<file path="src/rtl/fifo_pkg.sv">
// Shared definitions for the 8 x 32 register-file FIFO controllers.
// Both the read-side and write-side controllers import this package.
package fifo_pkg;

    localparam int FIFO_DW    = 32;
    localparam int FIFO_DEPTH = 8;
    localparam int FIFO_AW    = 3;

    typedef enum logic [1:0] {
        INIT     = 2'b00,
        IDLE     = 2'b01,
        READ     = 2'b10,
        RD_ERROR = 2'b11
    } state_t;

endpackage

</file>
<file path="src/rtl/fifo_rd_ctrl_dff_en_r.sv">
// DW-wide register with synchronous active-low reset and load enable.
module dff_en_r #(
    parameter int DW = 32
) (
    input  logic          clk,
    input  logic          reset_n,
    input  logic          en,
    input  logic [DW-1:0] d,
    output logic [DW-1:0] q
);

    always_ff @(posedge clk) begin
        if (!reset_n) begin
            q <= '0;
        end else if (en) begin
            q <= d;
        end
    end

endmodule

</file>
<file path="src/rtl/fifo_rd_ctrl.sv">
// Read-side controller for the register-file FIFO: tracks occupancy, drives
// the read address, registers the head word onto dout, flags ack/error.
module fifo_rd_ctrl
    import fifo_pkg::*;
#(
    parameter int DW    = FIFO_DW,
    parameter int DEPTH = FIFO_DEPTH,
    parameter int AW    = FIFO_AW
) (
    input  logic          clk,
    input  logic          reset_n,
    input  logic          rd_en,
    input  logic          wr_commit,
    input  logic [DW-1:0] rf_rdata,
    output logic [AW-1:0] rd_addr,
    output logic [DW-1:0] dout,
    output logic          rd_ack,
    output logic          rd_err,
    output logic          empty,
    output logic [AW:0]   data_count,
    output state_t        fsm_state
);

    // Handshake: rd_en is a request sampled every rising edge with no
    // backpressure; it is granted when data_count > 0, and the grant shows
    // up one cycle later as rd_ack with dout valid, or as rd_err if refused.
    localparam logic [AW:0] FULL_COUNT = (AW + 1)'(DEPTH);

    state_t state;
    logic   rd_ok;

    assign rd_ok = rd_en && (data_count != '0);

    always_ff @(posedge clk) begin
        if (!reset_n) begin
            state      <= INIT;
            rd_addr    <= '0;
            data_count <= '0;
        end else begin
            if (!rd_en) begin
                state <= IDLE;
            end else if (rd_ok) begin
                state <= READ;
            end else begin
                state <= RD_ERROR;
            end

            // DEPTH is a power of two, so the natural AW-bit overflow wraps.
            if (rd_ok) begin
                rd_addr <= rd_addr + 1'b1;
            end

            case ({wr_commit, rd_ok})
                2'b10: if (data_count != FULL_COUNT) data_count <= data_count + 1'b1;
                2'b01: data_count <= data_count - 1'b1;
                default: data_count <= data_count;
            endcase
        end
    end

    assign rd_ack    = (state == READ);
    assign rd_err    = (state == RD_ERROR);
    assign empty     = (data_count == '0);
    assign fsm_state = state;

    dff_en_r #(
        .DW(DW)
    ) u_dout_reg (
        .clk    (clk),
        .reset_n(reset_n),
        .en     (rd_ok),
        .d      (rf_rdata),
        .q      (dout)
    );

endmodule
</file>
<file path="config.mk">
export PLATFORM = sky130hd
export DESIGN_NAME = fifo_rd_ctrl
export DESIGN_NICKNAME = d
export VERILOG_FILES = /design/src/rtl/fifo_pkg.sv /design/src/rtl/fifo_rd_ctrl_dff_en_r.sv /design/src/rtl/fifo_rd_ctrl.sv
export SDC_FILE = /design/constraint.sdc
export NUM_CORES = 1
export LEC_CHECK = 0
export ABC_AREA = 1
export CAP_MARGIN = 20
export CORE_UTILIZATION = 39
export CTS_BUF_LIST = sky130_fd_sc_hd__clkbuf_16
export CTS_CLUSTER_DIAMETER = 80
export CTS_CLUSTER_SIZE = 25
export DETAILED_ROUTE_END_ITERATION = 8
export GPL_TIMING_DRIVEN = 1
export PLACE_DENSITY_LB_ADDON = 0.1
export REMOVE_ABC_BUFFERS = 1
export SETUP_SLACK_MARGIN = 0.4
export SKIP_LAST_GASP = 1
export SYNTH_ARGS = -nofsm -noshare
export SYNTH_HDL_FRONTEND = slang
export SYNTH_SLANG_ARGS = --single-unit
</file>
<file path="constraint.sdc">
create_clock -name clk -period 2.35 [get_ports clk]
set_input_delay 0.47 -clock clk [delete_from_list [all_inputs] [get_ports clk]]
set_output_delay 0.47 -clock clk [all_outputs]
set_load 0.02 [all_outputs]
</file>
# After elaboration in Yosys (flattened, before gate mapping)
# Cells that the tools add are included.
[word_totals]
word_cells = 24
output_inout_bits = 44
register_bits = 41
input_bits = 36
[classes]
n_reduce_logical = 6
n_eq_ne = 6
n_addsub = 3
n_mux = 4
[op_table]
columns = ["op", "count"]
rows = [
  ["4-bit one-hot mux with 2 select lines", 1],
  ["2-bit equality test, second input constant", 3],
  ["4-bit by 1-bit adder with 4-bit output, second input constant", 1],
  ["4-bit zero test", 1],
  ["4-bit two-way mux", 1],
  ["4-bit != test, second input constant", 1],
  ["2-bit AND reduction", 2],
  ["4-bit nonzero test", 1],
  ["4-bit by 1-bit subtractor with 4-bit output, second input constant", 1],
  ["3-bit by 1-bit adder with 3-bit output, second input constant", 1],
  ["2-bit by 1-bit equality test with 1-bit output, second input constant", 1],
  ["1-bit two-way mux", 2],
  ["2-bit != test, second input constant", 1],
  ["2-bit nonzero test", 1],
  ["1-bit logical AND", 1],
]

# Longest topological paths before layout
[depth]
ltp_word = 5
ltp_mapped = 12

# By module
# Synthesis repeated with hierarchy kept, for this count alone.
[unflattened]
cells_unflattened = 268
area_unflattened_um2 = 1855.5
[by_module_without_submodules]
columns = ["module", "n_inst", "area_per_inst_um2", "cells_each"]
rows = [
  ["dff_en_r", 1, 1335.0, 202],
  ["fifo_rd_ctrl", 1, 520.5, 66],
]

# Least setup slack after synthesis
# OpenSTA, ideal clock, no wires.
[synth_timing]
path_kind = "reg-to-reg"
start = "reg data_count[3]"
end = "reg data_count[3]"
slack_ns = 0.564
period_less_slack_ns = 1.786
path_stages_with_launch = 13
required_time_ns = 2.235
t_arrival_ns = 1.671
n_path_buf = 0
path_cell_list = "dfxtp_1 nor2_1 nand2_2 nand3b_1 inv_1 ha_1 nand2_1 nand2_1 a21o_1 nand2_1 nand3_1 nand2_1 nor2_1"
[synth_between]
elab_chain_cells = 5
elab_cells_between_ends = 12
classes_between = "2 x add/sub; 4 x eq/ne; 2 x mux; 4 x reduce/logical"
[synth_rtl]
columns = ["element", "line_no", "rtl"]
rows = [
  ["start, declared", "fifo_rd_ctrl.sv:20", "output logic [AW:0] data_count,"],
  ["start signal, assigned", "fifo_rd_ctrl.sv:54", "2'b10: if (data_count != FULL_COUNT) data_count <= data_count + 1'b1;"],
  ["start signal, assigned", "fifo_rd_ctrl.sv:55", "2'b01: data_count <= data_count - 1'b1;"],
  ["start signal, assigned", "fifo_rd_ctrl.sv:56", "default: data_count <= data_count;"],
  ["parallel branches: the longest is 5 deep, another holds 4-bit by 1-bit adder with 4-bit output", "n/a", ""],
]
# Parallel ways; which one is timed is not known. The select of a mux whose other input is x is not followed.
# A chain may end at the register's enable or synchronous reset.

# Worst setup path in the final report
[layout_timing]
start = "reg state[1] (netlist: fsm_state[1])"
end = "out rd_ack"
[layout_between]
elab_chain_cells = 1
[layout_rtl]
columns = ["element", "line_no", "rtl"]
rows = [
  ["start, declared", "fifo_rd_ctrl.sv:29", "state_t state;"],
  ["start signal, assigned", "fifo_rd_ctrl.sv:36", "state <= INIT;"],
  ["start signal, assigned", "fifo_rd_ctrl.sv:41", "state <= IDLE;"],
  ["start signal, assigned", "fifo_rd_ctrl.sv:43", "state <= READ;"],
  ["2-bit equality test", "fifo_rd_ctrl.sv:61", "assign rd_ack = (state == READ);"],
  ["end, declared", "fifo_rd_ctrl.sv:17", "output logic rd_ack,"],
]
# No other way between the ends.

==> impl_metrics.json <==
{
  "outcome": "complete, no violations",
  "core_um2": 3800,
  "grt_max_degree": 40,
  "hold_path.class": "reg -> reg",
  "nets": 324,
  "rows": 22,
  "clkTransAtPathRegs_ns": 0.06,
  "crit_start": "fsm_state[1]",
  "worstPathArrival_ns": 1.38,
  "grt_use_met2": 0.290,
  "vias": 1527,
  "worstMarginPinSlew_ns": 0.328,
  "antenna_found_initial": 0,
  "grt_setup_unrepaired": "no",
  "ys_warn_count": 0,
  "busiest_layer": "met2",
  "firstDrtPassIters": 4,
  "routed_wl_um": 3610,
  "start_util": 0.420,
  "cp_max_fo": 3,
  "skew_ns": 0.00315,
  "wl_per_cell_um": 10.8,
  "post-route-min-period_ns": 1.85,
  "yosys.cell_types.count": 21,
  "ys_top_cells_by_area": "dfxtp_1 51%, nor2_1 17%, o21ai_0 11%",
  "die_height_um": 66.0,
  "synth-seq-area-share": 0.514,
  "drive_gt1_frac": 0.0596,
  "grt_pass1_vias": 1329,
  "grt_pass1_wl_um": 5840,
  "fin_area_um2": 2590,
  "yosys.area.top_type": "dfxtp_1",
  "grt.overflow.total": 0,
  "hold_viol": 0,
  "reg2reg_depth": 12,
  "ys_top_cells_by_count": "72 x nor2_1, 41 x dfxtp_1, 36 x o21ai_0, 11 x inv_1, 11 x nand2_1",
  "synth_ff_type": "dfxtp_1",
  "ys_seq_elements": 41,
  "fin_tns_setup_ns": 0,
  "leakage_nw": 1.08,
  "setup_viol": 0,
  "cts_tree": "done",
  "viasPerCell": 4.59,
  "rrSetupSlack_ns": 0.63,
  "cp.depth": 3,
  "io_pins": 80,
  "critPathBufInv": 2,
  "synth_top_area_share": 0.514,
  "maxSlewHeadroom": 0.781,
  "final_cells": 333,
  "synthToLayoutAreaGrowth_pct": 62.3,
  "drcViolationCount": 0,
  "cp.required_ns": 1.88,
  "crit_slowest_cell": "clkdlybuf4s50_1",
  "postRouteAntennaNets": 0,
  "clock_latency_ns": 0.27,
  "drv_cap": 0,
  "crit_type": "reg -> out",
  "fin_crit_sh": 0.788,
  "drtIter0Drc": 115,
  "cp-start-kind": "register",
  "irDropWorstVdd_uv": 668,
  "gp_congestion": 0.782,
  "synth-edff-count": 0,
  "met1_usage": 0.198,
  "portBuffers": 79,
  "r2r_end": "data_count[3]",
  "async_flop_share": 0,
  "use_met3": 0.0914,
  "track_usage": 0.178,
  "numCtsBuffers": 5,
  "power_density_nw_per_um2": 1340,
  "htreeDepth": 2,
  "crit_chain": "inv_1 -> nor2_1 -> clkdlybuf4s50_1",
  "clk_path_buf_depth": 2,
  "synthesis.area_um2": 1600,
  "clock-root-buffer": "clkbuf_16",
  "crit_end": "rd_ack",
  "placed_cell_area_um2": 2410,
  "dieArea_um2": 4350,
  "place_inst": 324,
  "synth_most_common_cell": "nor2_1",
  "antennaDiodeCount": 0,
  "dp_hpwl_um": 2440,
  "fmax_mhz": 540,
  "crit_path_end_kind": "output port",
  "slew_viol_final": 0,
  "die_width_um": 66.0,
  "clkSinkCount": 41,
  "reg2reg_from": "data_count[0]",
  "avgSynthCellArea_um2": 7.79,
  "finalPower_mw": 3.47,
  "cpLargestDelayFamily": "buffers and inverters",
  "syn_inst": 205,
  "critPathMaxStageDelay_ns": 0.61
}
cell usage in the layout, fill, tap and decap left out:
cell type	count
clkdlybuf4s50_1	77
nor2_1	72
dfxtp_1	41
o21ai_0	36
inv_1	11
nand2_1	11
nand3_1	5
clkbuf_16	5
a21oi_1	4
ha_1	3
buf_4	3
nand2_2	2
nor2_2	1
nand3b_1	1
nand2_4	1
inv_2	1
xor2_1	1
a21boi_0	1
a21o_1	1
a21oi_2	1
fa_1	1
clkinvlp_4	1
bufinv_16	1
clkinv_1	1
dlymetal6s2s_1	1
dlygate4sd2_1	1
buf_12	1
registers in the layout, summed over array words and instances, names as in the netlist:
signal        count
data_count        4
fsm_state         2
rd_addr           3
u_dout_reg.q     32
where the power goes:
group / switching [mW] / total (mW) / internal [mW]
clock: 0.253 / 0.749 / 0.496
combinational: 0.895 / 1.64 / 0.741
sequential: 0.148 / 1.09 / 0.942
total: 1.30 / 3.47 / 2.18
cell families after synthesis:
| family | share of synthesized area |
|---|---|
| adder cells (fa/ha/maj) | 0.0361 |
| buffers and inverters | 0.0721 |
| flip-flops | 0.514 |
| AO/OA/AOI/OAI | 0.138 |
| XOR/XNOR | 0.00549 |
| AND/OR/NAND/NOR | 0.234 |
stage by stage:
step	hold slack, ns	utilization	setup slack [ns]
finish	0.464	0.682	0.499
global route	0.500	0.682	0.416
CTS	0.468	0.681	0.473
global placement	0.455	0.635	0.132
floorplan	0.529	-	0.564
detailed placement	0.459	0.635	0.0670
repair_timing:
| item | 4_1_cts | 5_1_grt |
|---|---|---|
| cloned | 0 | 0 |
| gates resized for setup | 1 | 2 |
| endpoints found under the setup margin | 2 | 2 |
| endpoints found under the hold margin | 0 | 0 |
| buffers inserted | 1 | 0 |
| hold buffers | 0 | 0 |
| pin swaps | 1 | 0 |
cell type report:
class,instances,area (um2)
clock buffer,5,125
multi-input combinational,141,664
fill,345,1210
tap,48,60.1
sequential,41,821
timing repair buffer,83,835
inverter,12,45.0
clock inverter,3,41.3
worst reg2reg max path, cell delays in order (launching register included):
cell and delay, ns:
dfxtp_1 0.35, nor2_2 0.16, nand2_2 0.10, nand3b_1 0.12, inv_1 0.07, ha_1 0.27, nand2_1 0.06, nand2_1 0.07
a21o_1 0.16, nand2_1 0.08, nand3_1 0.08, nand2_1 0.06, nor2_1 0.04
how the worst min path moves through the flow:
stage	start	end	cells past startpoint
final	rd_addr[2]	rd_addr[2]	2
after global routing	u_dout_reg.q[4]	u_dout_reg.q[4]	2
after CTS	rd_addr[2]	rd_addr[2]	2
after detailed placement	rd_addr[2]	rd_addr[2]	2
after global placement	rd_addr[2]	rd_addr[2]	2
after floorplan	rd_addr[2]	rd_addr[2]	2
routing by layer:
layer  vias up  wire length (um)
li1        805                 -
met1       666              1500
met5         -                 0
met3         2               334
met2        54              1750
met4         0                24
No activity file was read; power rests on OpenSTA's default activity.
